File: src/rtl/gat_pkg.sv
`default_nettype none
// ============================================================================
//  Module   : gat_pkg
//  Purpose  : Shared types and constants for the GAT performance monitor.
//             - perf_state_t : per-layer measurement state
//             - PERF_*       : word offsets inside one layer's 4-word read window
//  Revision : 1.0  initial release
// ============================================================================
package gat_pkg;

    typedef enum logic [1:0] {
        IDLE    = 2'd0,
        RUN_LAT = 2'd1,
        RUN_TOT = 2'd2,
        DONE    = 2'd3
    } perf_state_t;

    localparam logic [1:0] PERF_STATUS = 2'd0;
    localparam logic [1:0] PERF_LAT    = 2'd1;
    localparam logic [1:0] PERF_TOT    = 2'd2;
    localparam logic [1:0] PERF_FCNT   = 2'd3;

endpackage : gat_pkg
`default_nettype wire

File: src/rtl/gat_perf_layer_mon.sv
`default_nettype none
// ============================================================================
//  Module   : gat_perf_layer_mon
//  Purpose  : Measurement FSM and counters for one convolution layer.
//             Captures latency (start -> first feature write), total runtime
//             (start -> done) and the number of feature-BRAM writes.
//  Ports    : clk, rst_n      clock, async active-low reset
//             clr            synchronous clear back to IDLE / zero
//             start          layer start level (only looked at in IDLE)
//             feat_ena       feature-BRAM write enable
//             done           layer ready level
//             state          current FSM state
//             busy           layer is in RUN_LAT or RUN_TOT
//             sat            sticky: a counter hit all-ones
//             lat_vld        lat holds a captured value
//             lat/tot/fcnt   captured latency, total runtime, write count
//  Revision : 1.0  initial release
// ============================================================================
module gat_perf_layer_mon
    import gat_pkg::*;
#(
    parameter int CNT_WIDTH = 32
) (
    input  logic                 clk,
    input  logic                 rst_n,
    input  logic                 clr,
    input  logic                 start,
    input  logic                 feat_ena,
    input  logic                 done,
    output perf_state_t          state,
    output logic                 busy,
    output logic                 sat,
    output logic                 lat_vld,
    output logic [CNT_WIDTH-1:0] lat,
    output logic [CNT_WIDTH-1:0] tot,
    output logic [CNT_WIDTH-1:0] fcnt
);

    localparam logic [CNT_WIDTH-1:0] c_cnt_max = '1;
    localparam logic [CNT_WIDTH-1:0] c_cnt_one = {{(CNT_WIDTH-1){1'b0}}, 1'b1};

    perf_state_t          r_state;
    perf_state_t          w_state_nxt;

    // r_cyc always holds the elapsed-cycle count of the *current* cycle:
    // 0 in IDLE (and therefore in the start cycle), 1 in the cycle after the
    // start, and so on. Captures can then sample it directly.
    logic [CNT_WIDTH-1:0] r_cyc;
    logic [CNT_WIDTH-1:0] r_lat;
    logic [CNT_WIDTH-1:0] r_tot;
    logic [CNT_WIDTH-1:0] r_fcnt;
    logic                 r_sat;
    logic                 r_lat_vld;

    // Per-cycle control strobes decoded from the FSM
    logic                 w_start;
    logic                 w_run_inc;
    logic                 w_cap_lat;
    logic                 w_cap_tot;
    logic                 w_cnt_feat;

    // ------------------------------------------------------------------
    // State register
    // ------------------------------------------------------------------
    always_ff @(posedge clk or negedge rst_n) begin
        if (!rst_n) begin
            r_state <= IDLE;
        end else if (clr) begin
            r_state <= IDLE;
        end else begin
            r_state <= w_state_nxt;
        end
    end

    // ------------------------------------------------------------------
    // Next state and control strobes
    // ------------------------------------------------------------------
    always_comb begin
        w_state_nxt = r_state;
        w_start     = 1'b0;
        w_run_inc   = 1'b0;
        w_cap_lat   = 1'b0;
        w_cap_tot   = 1'b0;
        w_cnt_feat  = 1'b0;

        case (r_state)
            IDLE: begin
                // done is deliberately not looked at here; a feature write in
                // the start cycle counts and yields a zero latency.
                if (start) begin
                    w_start     = 1'b1;
                    w_cnt_feat  = feat_ena;
                    w_cap_lat   = feat_ena;
                    w_state_nxt = feat_ena ? RUN_TOT : RUN_LAT;
                end
            end
            RUN_LAT: begin
                w_cnt_feat = feat_ena;
                w_cap_lat  = feat_ena;
                if (done) begin
                    w_cap_tot   = 1'b1;
                    w_state_nxt = DONE;
                end else begin
                    w_run_inc = 1'b1;
                    if (feat_ena) begin
                        w_state_nxt = RUN_TOT;
                    end
                end
            end
            RUN_TOT: begin
                w_cnt_feat = feat_ena;
                if (done) begin
                    w_cap_tot   = 1'b1;
                    w_state_nxt = DONE;
                end else begin
                    w_run_inc = 1'b1;
                end
            end
            DONE: begin
                // held until clr or reset
            end
            default: begin
                w_state_nxt = IDLE;
            end
        endcase
    end

    // ------------------------------------------------------------------
    // Counters and capture registers
    // ------------------------------------------------------------------
    always_ff @(posedge clk or negedge rst_n) begin
        if (!rst_n) begin
            r_cyc     <= '0;
            r_lat     <= '0;
            r_tot     <= '0;
            r_fcnt    <= '0;
            r_sat     <= 1'b0;
            r_lat_vld <= 1'b0;
        end else if (clr) begin
            r_cyc     <= '0;
            r_lat     <= '0;
            r_tot     <= '0;
            r_fcnt    <= '0;
            r_sat     <= 1'b0;
            r_lat_vld <= 1'b0;
        end else begin
            if (w_start) begin
                r_cyc <= c_cnt_one;
            end else if (w_run_inc) begin
                if (r_cyc == c_cnt_max) begin
                    r_sat <= 1'b1;
                end else begin
                    r_cyc <= r_cyc + c_cnt_one;
                end
            end

            if (w_cap_lat) begin
                r_lat     <= r_cyc;
                r_lat_vld <= 1'b1;
            end

            if (w_cap_tot) begin
                r_tot <= r_cyc;
            end

            if (w_cnt_feat) begin
                if (r_fcnt == c_cnt_max) begin
                    r_sat <= 1'b1;
                end else begin
                    r_fcnt <= r_fcnt + c_cnt_one;
                end
            end
        end
    end

    assign state   = r_state;
    assign busy    = (r_state == RUN_LAT) || (r_state == RUN_TOT);
    assign sat     = r_sat;
    assign lat_vld = r_lat_vld;
    assign lat     = r_lat;
    assign tot     = r_tot;
    assign fcnt    = r_fcnt;

endmodule : gat_perf_layer_mon
`default_nettype wire

File: src/rtl/gat_perf_monitor.sv
`default_nettype none
// ============================================================================
//  Module   : gat_perf_monitor
//  Purpose  : Per-layer on-chip performance monitor for the GAT accelerator.
//             One gat_perf_layer_mon per layer plus a registered read port.
//  Ports    : clk, rst_n      clock, async active-low reset
//             clr_i          synchronous clear of all layers
//             start_i        per-layer start level
//             feat_ena_i     per-layer feature-BRAM write enable
//             done_i         per-layer ready level
//             rd_addr_i      {layer, word[1:0]}
//             rd_data_o      registered read data (1-cycle latency)
//             busy_o         per-layer counting flag
//             all_done_o     every layer is in DONE
//  Revision : 1.0  initial release
// ============================================================================
module gat_perf_monitor
    import gat_pkg::*;
#(
    parameter  int NUM_LAYERS = 2,
    parameter  int CNT_WIDTH  = 32,
    localparam int RD_ADDR_W  = $clog2(NUM_LAYERS*4)
) (
    input  logic                  clk,
    input  logic                  rst_n,
    input  logic                  clr_i,
    input  logic [NUM_LAYERS-1:0] start_i,
    input  logic [NUM_LAYERS-1:0] feat_ena_i,
    input  logic [NUM_LAYERS-1:0] done_i,
    input  logic [RD_ADDR_W-1:0]  rd_addr_i,
    output logic [31:0]           rd_data_o,
    output logic [NUM_LAYERS-1:0] busy_o,
    output logic                  all_done_o
);

    perf_state_t          w_state   [NUM_LAYERS];
    logic                 w_sat     [NUM_LAYERS];
    logic                 w_lat_vld [NUM_LAYERS];
    logic [CNT_WIDTH-1:0] w_lat     [NUM_LAYERS];
    logic [CNT_WIDTH-1:0] w_tot     [NUM_LAYERS];
    logic [CNT_WIDTH-1:0] w_fcnt    [NUM_LAYERS];
    logic [NUM_LAYERS-1:0] w_done_vec;

    logic [31:0]          w_rd_data;
    logic [31:0]          r_rd_data;
    logic [1:0]           w_word;
    int                   w_layer_idx;

    for (genvar l = 0; l < NUM_LAYERS; l++) begin : g_layer
        gat_perf_layer_mon #(
            .CNT_WIDTH (CNT_WIDTH)
        ) u_mon (
            .clk      (clk),
            .rst_n    (rst_n),
            .clr      (clr_i),
            .start    (start_i[l]),
            .feat_ena (feat_ena_i[l]),
            .done     (done_i[l]),
            .state    (w_state[l]),
            .busy     (busy_o[l]),
            .sat      (w_sat[l]),
            .lat_vld  (w_lat_vld[l]),
            .lat      (w_lat[l]),
            .tot      (w_tot[l]),
            .fcnt     (w_fcnt[l])
        );

        assign w_done_vec[l] = (w_state[l] == DONE);
    end

    assign all_done_o = &w_done_vec;

    // ------------------------------------------------------------------
    // Read mux. The layer field may address more layers than exist when
    // NUM_LAYERS is not a power of two; those addresses fall through to 0.
    // ------------------------------------------------------------------
    assign w_word      = rd_addr_i[1:0];
    assign w_layer_idx = int'(rd_addr_i >> 2);

    always_comb begin
        w_rd_data = '0;
        for (int l = 0; l < NUM_LAYERS; l++) begin
            if (w_layer_idx == l) begin
                case (w_word)
                    PERF_STATUS: w_rd_data = {26'd0, w_state[l], 1'b0, w_sat[l],
                                              w_lat_vld[l], w_done_vec[l]};
                    PERF_LAT:    w_rd_data[CNT_WIDTH-1:0] = w_lat[l];
                    PERF_TOT:    w_rd_data[CNT_WIDTH-1:0] = w_tot[l];
                    PERF_FCNT:   w_rd_data[CNT_WIDTH-1:0] = w_fcnt[l];
                    default:     w_rd_data = '0;
                endcase
            end
        end
    end

    always_ff @(posedge clk or negedge rst_n) begin
        if (!rst_n) begin
            r_rd_data <= '0;
        end else if (clr_i) begin
            r_rd_data <= '0;
        end else begin
            r_rd_data <= w_rd_data;
        end
    end

    assign rd_data_o = r_rd_data;

endmodule : gat_perf_monitor
`default_nettype wire

File: config.mk
export PLATFORM = sky130hd
export DESIGN_NAME = gat_perf_monitor
export DESIGN_NICKNAME = d
export VERILOG_FILES = /design/src/rtl/gat_pkg.sv /design/src/rtl/gat_perf_layer_mon.sv /design/src/rtl/gat_perf_monitor.sv
export SDC_FILE = /design/constraint.sdc
export NUM_CORES = 1
export LEC_CHECK = 0
export CAP_MARGIN = 10
export CORE_MARGIN = 2
export CORE_UTILIZATION = 35
export DETAILED_ROUTE_END_ITERATION = 16
export DONT_BUFFER_PORTS = 1
export SLEW_MARGIN = 20
export SYNTH_ARGS = -nofsm -noshare
export SYNTH_HDL_FRONTEND = slang
export SYNTH_HIERARCHICAL = 1
export SYNTH_SLANG_ARGS = --single-unit
File: constraint.sdc
create_clock -name clk -period 3.19 [get_ports clk]
set_input_delay 0.319 -clock clk [delete_from_list [all_inputs] [get_ports clk]]
set_output_delay 0.319 -clock clk [all_outputs]
set_load 0.05 [all_outputs]
==> results_dict.tcl <==
set metrics [dict create \
    status "complete, but fails checks" \
    violations "negative hold slack" \
    row_count 75 \
    wire_per_inst_um 21.68 \
    yosys_warnings 6 \
    grt_max_degree 297 \
    ir_drop_mv 0.3312 \
    clk_latency_ps 540 \
    start_util_pct 35.62 \
    end_kind "flip-flop" \
    routed_wl_um 44090 \
    place.gp.congestion 0.8482 \
    io_buffer_count 0 \
    track_usage_pct 20.01 \
    syn-cell-area_um2 15010 \
    reg2reg_depth 7 \
    worst_clock_skew_ps 15.78 \
    yosysMostFrequentCell "dfrtp_1" \
    fp.dieH_um 211.1 \
    path_max_fanout 9 \
    numCtsBuffers 35 \
    clock_sinks 296 \
    io-pin-count 47 \
    drtIter0Drc 1069 \
    finalHoldViolations 296 \
    max_slew.worst_pin.slew_ps 1164 \
    r2r_start "g_layer[1].u_mon/state[0]" \
    synth_enable_flop_cells 0 \
    async_reset_ff_share_pct 100.0 \
    post_synth.cell_area_avg_um2 9.998 \
    grt_pass1_vias 11740 \
    p_total_w 0.009523 \
    min_period_ps 2787 \
    pwr_density_cell_nw_per_um2 570.6 \
    netlist.area_leader.share_pct 49.36 \
    via_per_inst 5.971 \
    cp_data_required_time_ps 3650 \
    clkTransAtPathRegs_ps 60 \
    ff2ff_setup_slack_ps 400 \
    arrival_ps 3250 \
    tns_ps 0 \
    p_leak_nw 6.673 \
    max-clock-path-buffers 3 \
    dr.pass1.iters 5 \
    cts_hold_buf 7 \
    setup_viol 0 \
    drt_drc_violations_left 0 \
    synth.yosys.seq_area_share_pct 49.36 \
    grt_overflow 0 \
    cts_tree "yes" \
    drtAntennaViolNets 0 \
    cts_resized 0 \
    slew_violations 0 \
    hold-worst-slack_ps -511.2 \
    maxCapViolCount 0 \
    clock.fmax_mhz 358.9 \
    worstSetupStartpointType "flip-flop" \
    synth-seq-cells 296 \
    rsz0062_at_grt "false" \
    cts_max_level 2 \
    dieWidth_um 211.1 \
    grt_pass1_wl_um 69330 \
    synth_cell_type_count 64 \
    drive_above_1_share_pct 12.37 \
    syn_nets 1525 \
    synth_common_cells "dfrtp_1, nand2_1, a21oi_1, o21ai_0" \
    synth_area_leader_cell "dfrtp_1" \
    min_period_over_period_pct 87.35 \
    netlist_instances 1501 \
    core-area_um2 42130 \
    r2r_end "g_layer[1].u_mon/r_cyc[29]" \
    clockRootBuffer "clkbuf_16" \
    antenna_found_initial 1 \
    dieArea_um2 44550 \
    crit_type "reg2reg" \
    dp_hpwl_um 27760 \
    synth_ff_type "dfrtp_1" \
    dr_total_vias 12150 \
    netlist_top_cells_area "dfrtp_1, mux2_2, a21oi_1" \
    area_growth_syn_to_layout_pct 11.21 \
    max-slew-margin-rel_pct 22.12 \
    nets 1495 \
    hold_class "in2async" \
    n_antenna_cell 0 \
    post_cts_buffers 0 \
]
layout make-up:
class	count	area (um2)
Clock buffer	52	1050
Clock inverter	9	112.6
Fill cell	4102	25450
Inverter	17	63.81
Multi-Input combinational cell	1089	7106
Sequential cell	296	7407
Tap cell	539	674.4
Timing Repair Buffer	32	275.3
sequential cells by signal (all words and copies together) (netlist names):
name,count
g_layer.u_mon/fcnt,64
g_layer.u_mon/lat,64
g_layer.u_mon/lat_vld,2
g_layer.u_mon/r_cyc,64
g_layer.u_mon/sat,2
g_layer.u_mon/state,4
g_layer.u_mon/tot,64
rd_data_o,32
per-stage QoR:
stage,instances,hold WS (ps),area [um2],setup WS [ps],util [%]
floorplan,1501,23.41,15010,396.7,-
global placement,1966,36.54,15440,524.7,36.64
detailed placement,1966,36.66,15440,462.8,36.64
CTS,2034,-542.6,16690,443.2,39.61
global route,2034,-538.0,16690,197.4,39.61
finish,2034,-511.2,16690,403.4,39.61
cell families (layout without fill, tap and decap cells):
logic type | Yosys count | count (layout) | share of synthesized area [%]
AOI/OAI and AO/OA | 443 | 443 | 19.33
xor gates and xnor gates | 23 | 23 | 1.342
adders and majority gates | 12 | 12 | 1.000
buffers and inverters | 116 | 110 | 3.619
DFF | 296 | 296 | 49.36
muxes | 78 | 78 | 6.470
and+or+nand+nor | 533 | 533 | 18.88
routing by layer:
metal  up-vias  wire length (um)  GRT usage, %  part of all wire (%)
met1      6141             20750         29.81                    47
met4         0              1158         6.289                   2.6
met2       385             19420         29.72                    44
met5         -                 0             0                     0
met3        76              2767         3.152                   6.3
li1       5544                 -             -                     -
how the worst max path moves through the flow:
stage                                          from                    endpoint  slack, ps  depth (start not counted)
after global routing      g_layer[1].u_mon/state[0]  g_layer[1].u_mon/r_cyc[29]        200                          7
after global placement    g_layer[1].u_mon/state[0]  g_layer[1].u_mon/r_cyc[29]        520                          7
after floorplan           g_layer[0].u_mon/state[0]   g_layer[0].u_mon/fcnt[18]        400                          8
final                     g_layer[1].u_mon/state[0]  g_layer[1].u_mon/r_cyc[29]        400                          7
after detailed placement  g_layer[1].u_mon/state[0]  g_layer[1].u_mon/r_cyc[29]        460                          7
after CTS                 g_layer[1].u_mon/state[0]  g_layer[1].u_mon/r_cyc[29]        440                          7
placed cells by master, fill, tap and decap left out, drive strengths merged, types with 5 or more instances in the layout:
cell	instances
nand2	167
xnor2	10
or3	63
ha	12
dfrtp	296
nand2b	41
nor3	12
o211ai	6
o21ai	102
a211oi	31
mux2	62
a22oi	27
or4	26
mux2i	7
a31oi	7
a22o	68
clkbuf	52
a21oi	130
a31o	8
nor4	10
nand4	39
nand3	40
mux4	9
xor2	13
inv	21
a221oi	27
buf	26
o31ai	23
and4	19
nor2	68
or2	5
and2	8
and3	17
nor2b	12
dlygate4sd3	6
critical path, cell delays in order, from the launching register on:
cell	delay, ps
dfrtp_1	440
inv_1	90
ha_1	520
nor2b_1	340
nand2_1	230
a2111o_1	520
or4_1	430
a21oi_1	140
report_power, final:
| group | total [W] | switching, W | internal [W] | leakage, nW |
|---|---|---|---|---|
| Sequential | 0.00402 | 0.000176 | 0.00384 | 4.12 |
| Combinational | 0.00146 | 0.00105 | 0.000413 | 1.99 |
| Clock | 0.00404 | 0.00160 | 0.00244 | 0.572 |
| Total | 0.00952 | 0.00282 | 0.00670 | 6.67 |
No activity file was read; power rests on OpenSTA's default activity.
